[config.mk]
export PLATFORM = sky130hd
export DESIGN_NAME = ctrl_pipe
export DESIGN_NICKNAME = d
export VERILOG_FILES = /design/src/rtl/ctrl_pkg.sv /design/src/rtl/ctrl_pipe_decode.sv /design/src/rtl/ctrl_pipe.sv
export SDC_FILE = /design/constraint.sdc
export NUM_CORES = 1
export LEC_CHECK = 0
export BUFFER_PORTS_ARGS = -buffer_cell sky130_fd_sc_hd__clkbuf_2
export CAP_MARGIN = 40
export CELL_PAD_IN_SITES_DETAIL_PLACEMENT = 1
export CELL_PAD_IN_SITES_GLOBAL_PLACEMENT = 2
export CORE_ASPECT_RATIO = 1.4
export CORE_MARGIN = 2
export CORE_UTILIZATION = 33
export DETAILED_ROUTE_END_ITERATION = 10
export PLACE_DENSITY = 0.83
export RECOVER_POWER = 25
export SYNTH_ARGS = -nofsm -noshare
export SYNTH_HDL_FRONTEND = slang
export SYNTH_HIERARCHICAL = 1
export SYNTH_SLANG_ARGS = --single-unit
[constraint.sdc]
create_clock -name Clk -period 4.08 [get_ports Clk]
set_clock_uncertainty 0.2 [all_clocks]
set_input_delay 0.816 -clock Clk [delete_from_list [all_inputs] [get_ports Clk]]
set_output_delay 0.816 -clock Clk [all_outputs]
set_load 0.1 [all_outputs]
[src/rtl/ctrl_pkg.sv]
// Shared types and the word decoder used by the control pipeline.
// Struct fields are sized for the widest legal configuration.
package ctrl_pkg;

    localparam int MAX_IW = 32;
    localparam int MAX_OW = 8;
    localparam int MAX_AW = 8;
    localparam int MAX_JW = 32;

    localparam logic [2:0] CLS_BR = 3'b100;
    localparam logic [2:0] CLS_ST = 3'b101;
    localparam logic [2:0] CLS_LD = 3'b110;
    localparam logic [2:0] CLS_MV = 3'b111;

    typedef enum logic [2:0] {
        CL_R, CL_HALT, CL_BR, CL_ST, CL_LD, CL_MV
    } class_e;

    typedef enum logic [1:0] {
        RUN, STALL, SQUASH, HALT
    } state_e;

    typedef struct packed {
        class_e             cls;
        logic [MAX_JW-1:0]  jptr;
        logic [MAX_OW-1:0]  aluop;
        logic [MAX_AW-1:0]  ra;
        logic [MAX_AW-1:0]  rb;
        logic [MAX_AW-1:0]  wd;
        logic               wen_r;
        logic               wen_d;
        logic               ren_d;
        logic               mem_to_reg;
        logic               jen;
        logic               done;
    } ctrl_t;

    function automatic ctrl_t decode(
        input logic [MAX_IW-1:0] instr,
        input int iw,
        input int ow,
        input int aw,
        input int jw
    );
        ctrl_t c;
        logic [MAX_IW-1:0] amask;
        logic [MAX_IW-1:0] omask;
        logic [MAX_IW-1:0] jmask;
        logic [MAX_IW-1:0] fh;
        logic [MAX_IW-1:0] fl;
        logic [2:0] cls;
        logic is_halt;
        amask = (MAX_IW'(1) << aw) - MAX_IW'(1);
        omask = (MAX_IW'(1) << ow) - MAX_IW'(1);
        // target field is zero-extended, then cut to the pointer width
        jmask = ((MAX_IW'(1) << (iw - 3)) - MAX_IW'(1))
              & ((MAX_IW'(1) << jw) - MAX_IW'(1));
        fh = (instr >> aw) & amask;
        fl = instr & amask;
        cls = 3'(instr >> (iw - 3));
        is_halt = (instr == ((MAX_IW'(1) << (iw - 1)) - MAX_IW'(1)));
        c = '0;
        unique case (1'b1)
            is_halt: begin
                c.cls  = CL_HALT;
                c.done = 1'b1;
            end
            (!cls[2] && !is_halt): begin
                c.cls   = CL_R;
                c.aluop = MAX_OW'((instr >> (iw - 1 - ow)) & omask);
                c.ra    = MAX_AW'(fh & (amask >> 1));
                c.rb    = MAX_AW'(fl);
                c.wd    = MAX_AW'(fl);
                c.wen_r = 1'b1;
            end
            (cls == CLS_BR): begin
                c.cls  = CL_BR;
                c.jen  = 1'b1;
                c.jptr = MAX_JW'(instr & jmask);
            end
            (cls == CLS_ST): begin
                c.cls   = CL_ST;
                c.wen_d = 1'b1;
                c.ra    = MAX_AW'(amask);
                c.rb    = MAX_AW'(fh);
            end
            (cls == CLS_LD): begin
                c.cls        = CL_LD;
                c.ren_d      = 1'b1;
                c.mem_to_reg = 1'b1;
                c.wen_r      = 1'b1;
                c.wd         = MAX_AW'(fh);
                c.ra         = MAX_AW'(amask - MAX_IW'(1));
            end
            (cls == CLS_MV): begin
                c.cls        = CL_MV;
                c.aluop      = MAX_OW'(omask);
                c.mem_to_reg = 1'b1;
                c.wen_r      = 1'b1;
                c.ra         = MAX_AW'(fh);
                c.wd         = MAX_AW'(fl);
            end
        endcase
        return c;
    endfunction

endpackage

[src/rtl/ctrl_pipe_decode.sv]
// Pure combinational word -> control bundle translation.
module ctrl_decode
    import ctrl_pkg::*;
#(
    parameter int INSTR_W = 9,
    parameter int OP_W    = 3,
    parameter int REG_AW  = 3,
    parameter int JPTR_W  = 8
) (
    input  logic [INSTR_W-1:0] instr,
    output ctrl_t              ctrl
);

    assign ctrl = decode(MAX_IW'(instr), INSTR_W, OP_W, REG_AW, JPTR_W);

endmodule

[src/rtl/ctrl_pipe.sv]
// Registered decoder stage: handshake, load-use stall, branch squash
// and sticky halt between fetch and execute.
module ctrl_pipe
    import ctrl_pkg::*;
#(
    parameter int INSTR_W  = 9,
    parameter int OP_W     = 3,
    parameter int REG_AW   = 3,
    parameter int JPTR_W   = 8,
    parameter int LOAD_LAT = 1
) (
    input  logic               Clk,
    input  logic               Reset,
    input  logic [INSTR_W-1:0] instr,
    input  logic               instr_valid,
    output logic               instr_ready,
    output logic [JPTR_W-1:0]  Jptr,
    output logic [OP_W-1:0]    Aluop,
    output logic [REG_AW-1:0]  Ra,
    output logic [REG_AW-1:0]  Rb,
    output logic [REG_AW-1:0]  Wd,
    output logic               WenR,
    output logic               WenD,
    output logic               RenD,
    output logic               MemToReg,
    output logic               Jen,
    output logic               Done
);

    state_e              state;
    logic [2:0]          cnt;
    logic                ld_v;
    logic [REG_AW-1:0]   ld_wd;
    ctrl_t               dec;
    ctrl_t               out_q;
    logic                reads;
    logic                hazard;
    logic                unused_bits;

    ctrl_decode #(
        .INSTR_W(INSTR_W),
        .OP_W   (OP_W),
        .REG_AW (REG_AW),
        .JPTR_W (JPTR_W)
    ) u_dec (
        .instr(instr),
        .ctrl (dec)
    );

    assign reads = (dec.cls == CL_R) || (dec.cls == CL_ST)
                || (dec.cls == CL_MV);

    assign hazard = instr_valid && ld_v && reads
                 && ((dec.ra[REG_AW-1:0] == ld_wd)
                  || (dec.rb[REG_AW-1:0] == ld_wd));

    assign instr_ready = !Reset
                      && ((state == SQUASH) || ((state == RUN) && !hazard));

    always_ff @(posedge Clk) begin
        if (Reset) begin
            state <= RUN;
            cnt   <= '0;
            ld_v  <= 1'b0;
            ld_wd <= '0;
            out_q <= '0;
        end else begin
            out_q <= '0;
            unique case (state)
                RUN: begin
                    if (instr_valid) begin
                        if (hazard) begin
                            // the refused cycle is itself the first stall cycle
                            ld_v  <= 1'b0;
                            cnt   <= 3'(LOAD_LAT - 1);
                            state <= (LOAD_LAT > 1) ? STALL : RUN;
                        end else begin
                            out_q <= dec;
                            ld_v  <= (dec.cls == CL_LD);
                            ld_wd <= dec.wd[REG_AW-1:0];
                            if (dec.cls == CL_BR)
                                state <= SQUASH;
                            else if (dec.cls == CL_HALT)
                                state <= HALT;
                        end
                    end
                end
                STALL: begin
                    cnt <= cnt - 3'd1;
                    if (cnt == 3'd1)
                        state <= RUN;
                end
                SQUASH: begin
                    if (instr_valid)
                        state <= RUN;
                end
                HALT: begin
                    out_q.done <= 1'b1;
                end
            endcase
        end
    end

    assign Jptr     = out_q.jptr[JPTR_W-1:0];
    assign Aluop    = out_q.aluop[OP_W-1:0];
    assign Ra       = out_q.ra[REG_AW-1:0];
    assign Rb       = out_q.rb[REG_AW-1:0];
    assign Wd       = out_q.wd[REG_AW-1:0];
    assign WenR     = out_q.wen_r;
    assign WenD     = out_q.wen_d;
    assign RenD     = out_q.ren_d;
    assign MemToReg = out_q.mem_to_reg;
    assign Jen      = out_q.jen;
    assign Done     = out_q.done;

    assign unused_bits = ^{out_q, dec};

endmodule

==> results.sh <==
export IMPL_status="complete, no violations"
export IMPL_setup_tns_ns=0
export IMPL_numCtsBuffers=5
export IMPL_synth_cells=202
export IMPL_antenna_found_initial=0
export IMPL_hold_class="reg2reg"
export IMPL_finalNonFillerCells=307
export IMPL_dp_cells=299
export IMPL_h_tree_depth=2
export IMPL_final_setup_worst_slack_ns=0.261
export IMPL_maxSlewHeadroom_pct=21.6
export IMPL_dr_total_vias=1540
export IMPL_vias_per_cell=5.02
export IMPL_core_um2=5160
export IMPL_finalHoldViolCount=0
export IMPL_ant_nets=0
export IMPL_post_route_period_util_pct=93.6
export IMPL_final_cell_mix="dfxtp_1, and2_1, clkbuf_2, nor2_1, clkbuf_1"
export IMPL_grt_pass1_wl_um=7330
export IMPL_whs_ns=0.322
export IMPL_fillCellCount=623
export IMPL_cts_resized_gates=0
export IMPL_synth_avg_cell_area_um2=8.76
export IMPL_p_comb_share_pct=35.2
export IMPL_cts_tree="yes"
export IMPL_fp_dieArea_um2=5980
export IMPL_critPathKind="in2out"
export IMPL_grt_pass1_vias=1542
export IMPL_powerDensity_nw_per_um2=502
export IMPL_clock_sinks=35
export IMPL_clk_latency_ns=0.29
export IMPL_initial_core_util_pct=34.3
export IMPL_n_antenna_cell=0
export IMPL_max_freq_mhz=262
export IMPL_p_leak_nw=0.880
export IMPL_pwr_share_seq_pct=35.7
export IMPL_fin_crit_ns=3.82
export IMPL_gp_congestion=0.823
export IMPL_tightest_slew_ns=1.18
export IMPL_grt_remaining_overflow=0
export IMPL_drive_above_1_share_pct=18.3
export IMPL_wirelength_um=4370
export IMPL_required_ns=3.06
export IMPL_nets=258
export IMPL_cts_setup_buffers=0
export IMPL_cts_root_buf="clkbuf_8"
export IMPL_cp_end_kind="output pin"
export IMPL_place_ws_ns=0.145
export IMPL_grtUsageTotal_pct=16.1
export IMPL_max_cap_violations=0
export IMPL_drtIter0Drc=38
export IMPL_rows=31
export IMPL_grt_max_degree=17
export IMPL_path_clk_slew_ns=0.07
export IMPL_rsz0062_at_grt="false"
export IMPL_arrival_ns=2.80
export IMPL_sw_frac_of_total_pct=38.8
export IMPL_clockBufferDepth=2
export IMPL_io_pins=39
export IMPL_synth_area_um2=1770
export IMPL_drcViolationCount=0
export IMPL_pwr_share_clk_pct=29.1
export IMPL_drv_slew=0
export IMPL_final_common_cell="dfxtp_1"
export IMPL_dieWidth_um=65.9
export IMPL_start_kind="primary input"
export IMPL_p_sw_mw=0.419
export IMPL_die_h_um=90.7
export IMPL_worst_path_max_fanout=9
export IMPL_cts_hold_buf=0
export IMPL_io_buffers=38
export IMPL_drt_first_pass_iters=4
export IMPL_vdd_ir_drop_max_uv=238
export IMPL_power_internal_mw=0.661
export IMPL_wire_per_inst_um=14.2
export IMPL_setup_violations=0
export IMPL_yosysWarnings=6
export IMPL_dp_hpwl_um=3390
export IMPL_area_growth_pct=21.5
-- layout make-up --
type | count | area (um^2) | area share (%)
inverters | 10 | 37.5 | 1.75
clock buffers | 5 | 68.8 | 3.20
multi-input cells | 146 | 997 | 46.4
well taps | 66 | 82.6 | 3.84
clock inverters | 3 | 43.8 | 2.04
repair buffers | 42 | 220 | 10.2
flip-flops and latches | 35 | 701 | 32.6
-- registers in the layout, summed over array words and instances, names as in the netlist, 2 cells and up --
signal / count
Jptr: 8
Aluop: 3
Ra: 3
state: 2
ld_wd: 3
Rb: 3
cnt: 3
Wd: 3
-- metrics by stage --
step                      instance area, um^2  total power [mW]  utilization (%)
after floorplan                          1790             0.692                -
after global placement                   2040             0.769             39.5
after detailed placement                 2050             0.779             39.8
after CTS                                2160              1.10             41.9
after global routing                     2150              1.15             41.7
final                                    2150              1.08             41.7
-- layer usage --
| layer | up-vias | GRT usage (%) | wire length [um] |
|---|---|---|---|
| li1 | 753 | - | - |
| met1 | 747 | 17.9 | 1830 |
| met2 | 33 | 29.0 | 2310 |
| met3 | 7 | 3.12 | 162 |
| met4 | 0 | 6.25 | 71 |
| met5 | - | 0 | 0 |
-- worst max-delay path, stage by stage --
cell and delay, ns:
clkbuf_2 0.17, nand4_2 0.20, o21a_4 0.28, a22o_1 0.21, xnor2_1 0.14, nand3_1 0.15
a211oi_1 0.34, nand2b_1 0.23, a21oi_4 0.08, buf_12 0.18
-- power groups by stage --
stage	sequential, mW	clock, mW	combinational [mW]
2_1_floorplan	0.483	0	0.209
3_3_place_gp	0.393	0	0.376
3_5_place_dp	0.394	0	0.386
4_1_cts	0.386	0.325	0.387
5_1_grt	0.388	0.341	0.419
6_report	0.385	0.314	0.380
-- worst paths after layout --
| path | from | end | slack, ns | depth (start not counted) |
|---|---|---|---|---|
| worst max register to register | state[0]$_SDFFE_PP0P_ | Rb[2]$_SDFF_PP0_ | 1.82 | 6 |
| worst max-delay path | instr[7] | instr_ready | 0.26 | 10 |
| worst min register to register | ld_wd[0]$_SDFFE_PP0P_ | ld_wd[0]$_SDFFE_PP0P_ | 0.32 | 2 |
| worst min-delay path | ld_wd[0]$_SDFFE_PP0P_ | ld_wd[0]$_SDFFE_PP0P_ | 0.32 | 2 |
(Power assumes the default switching activity.)
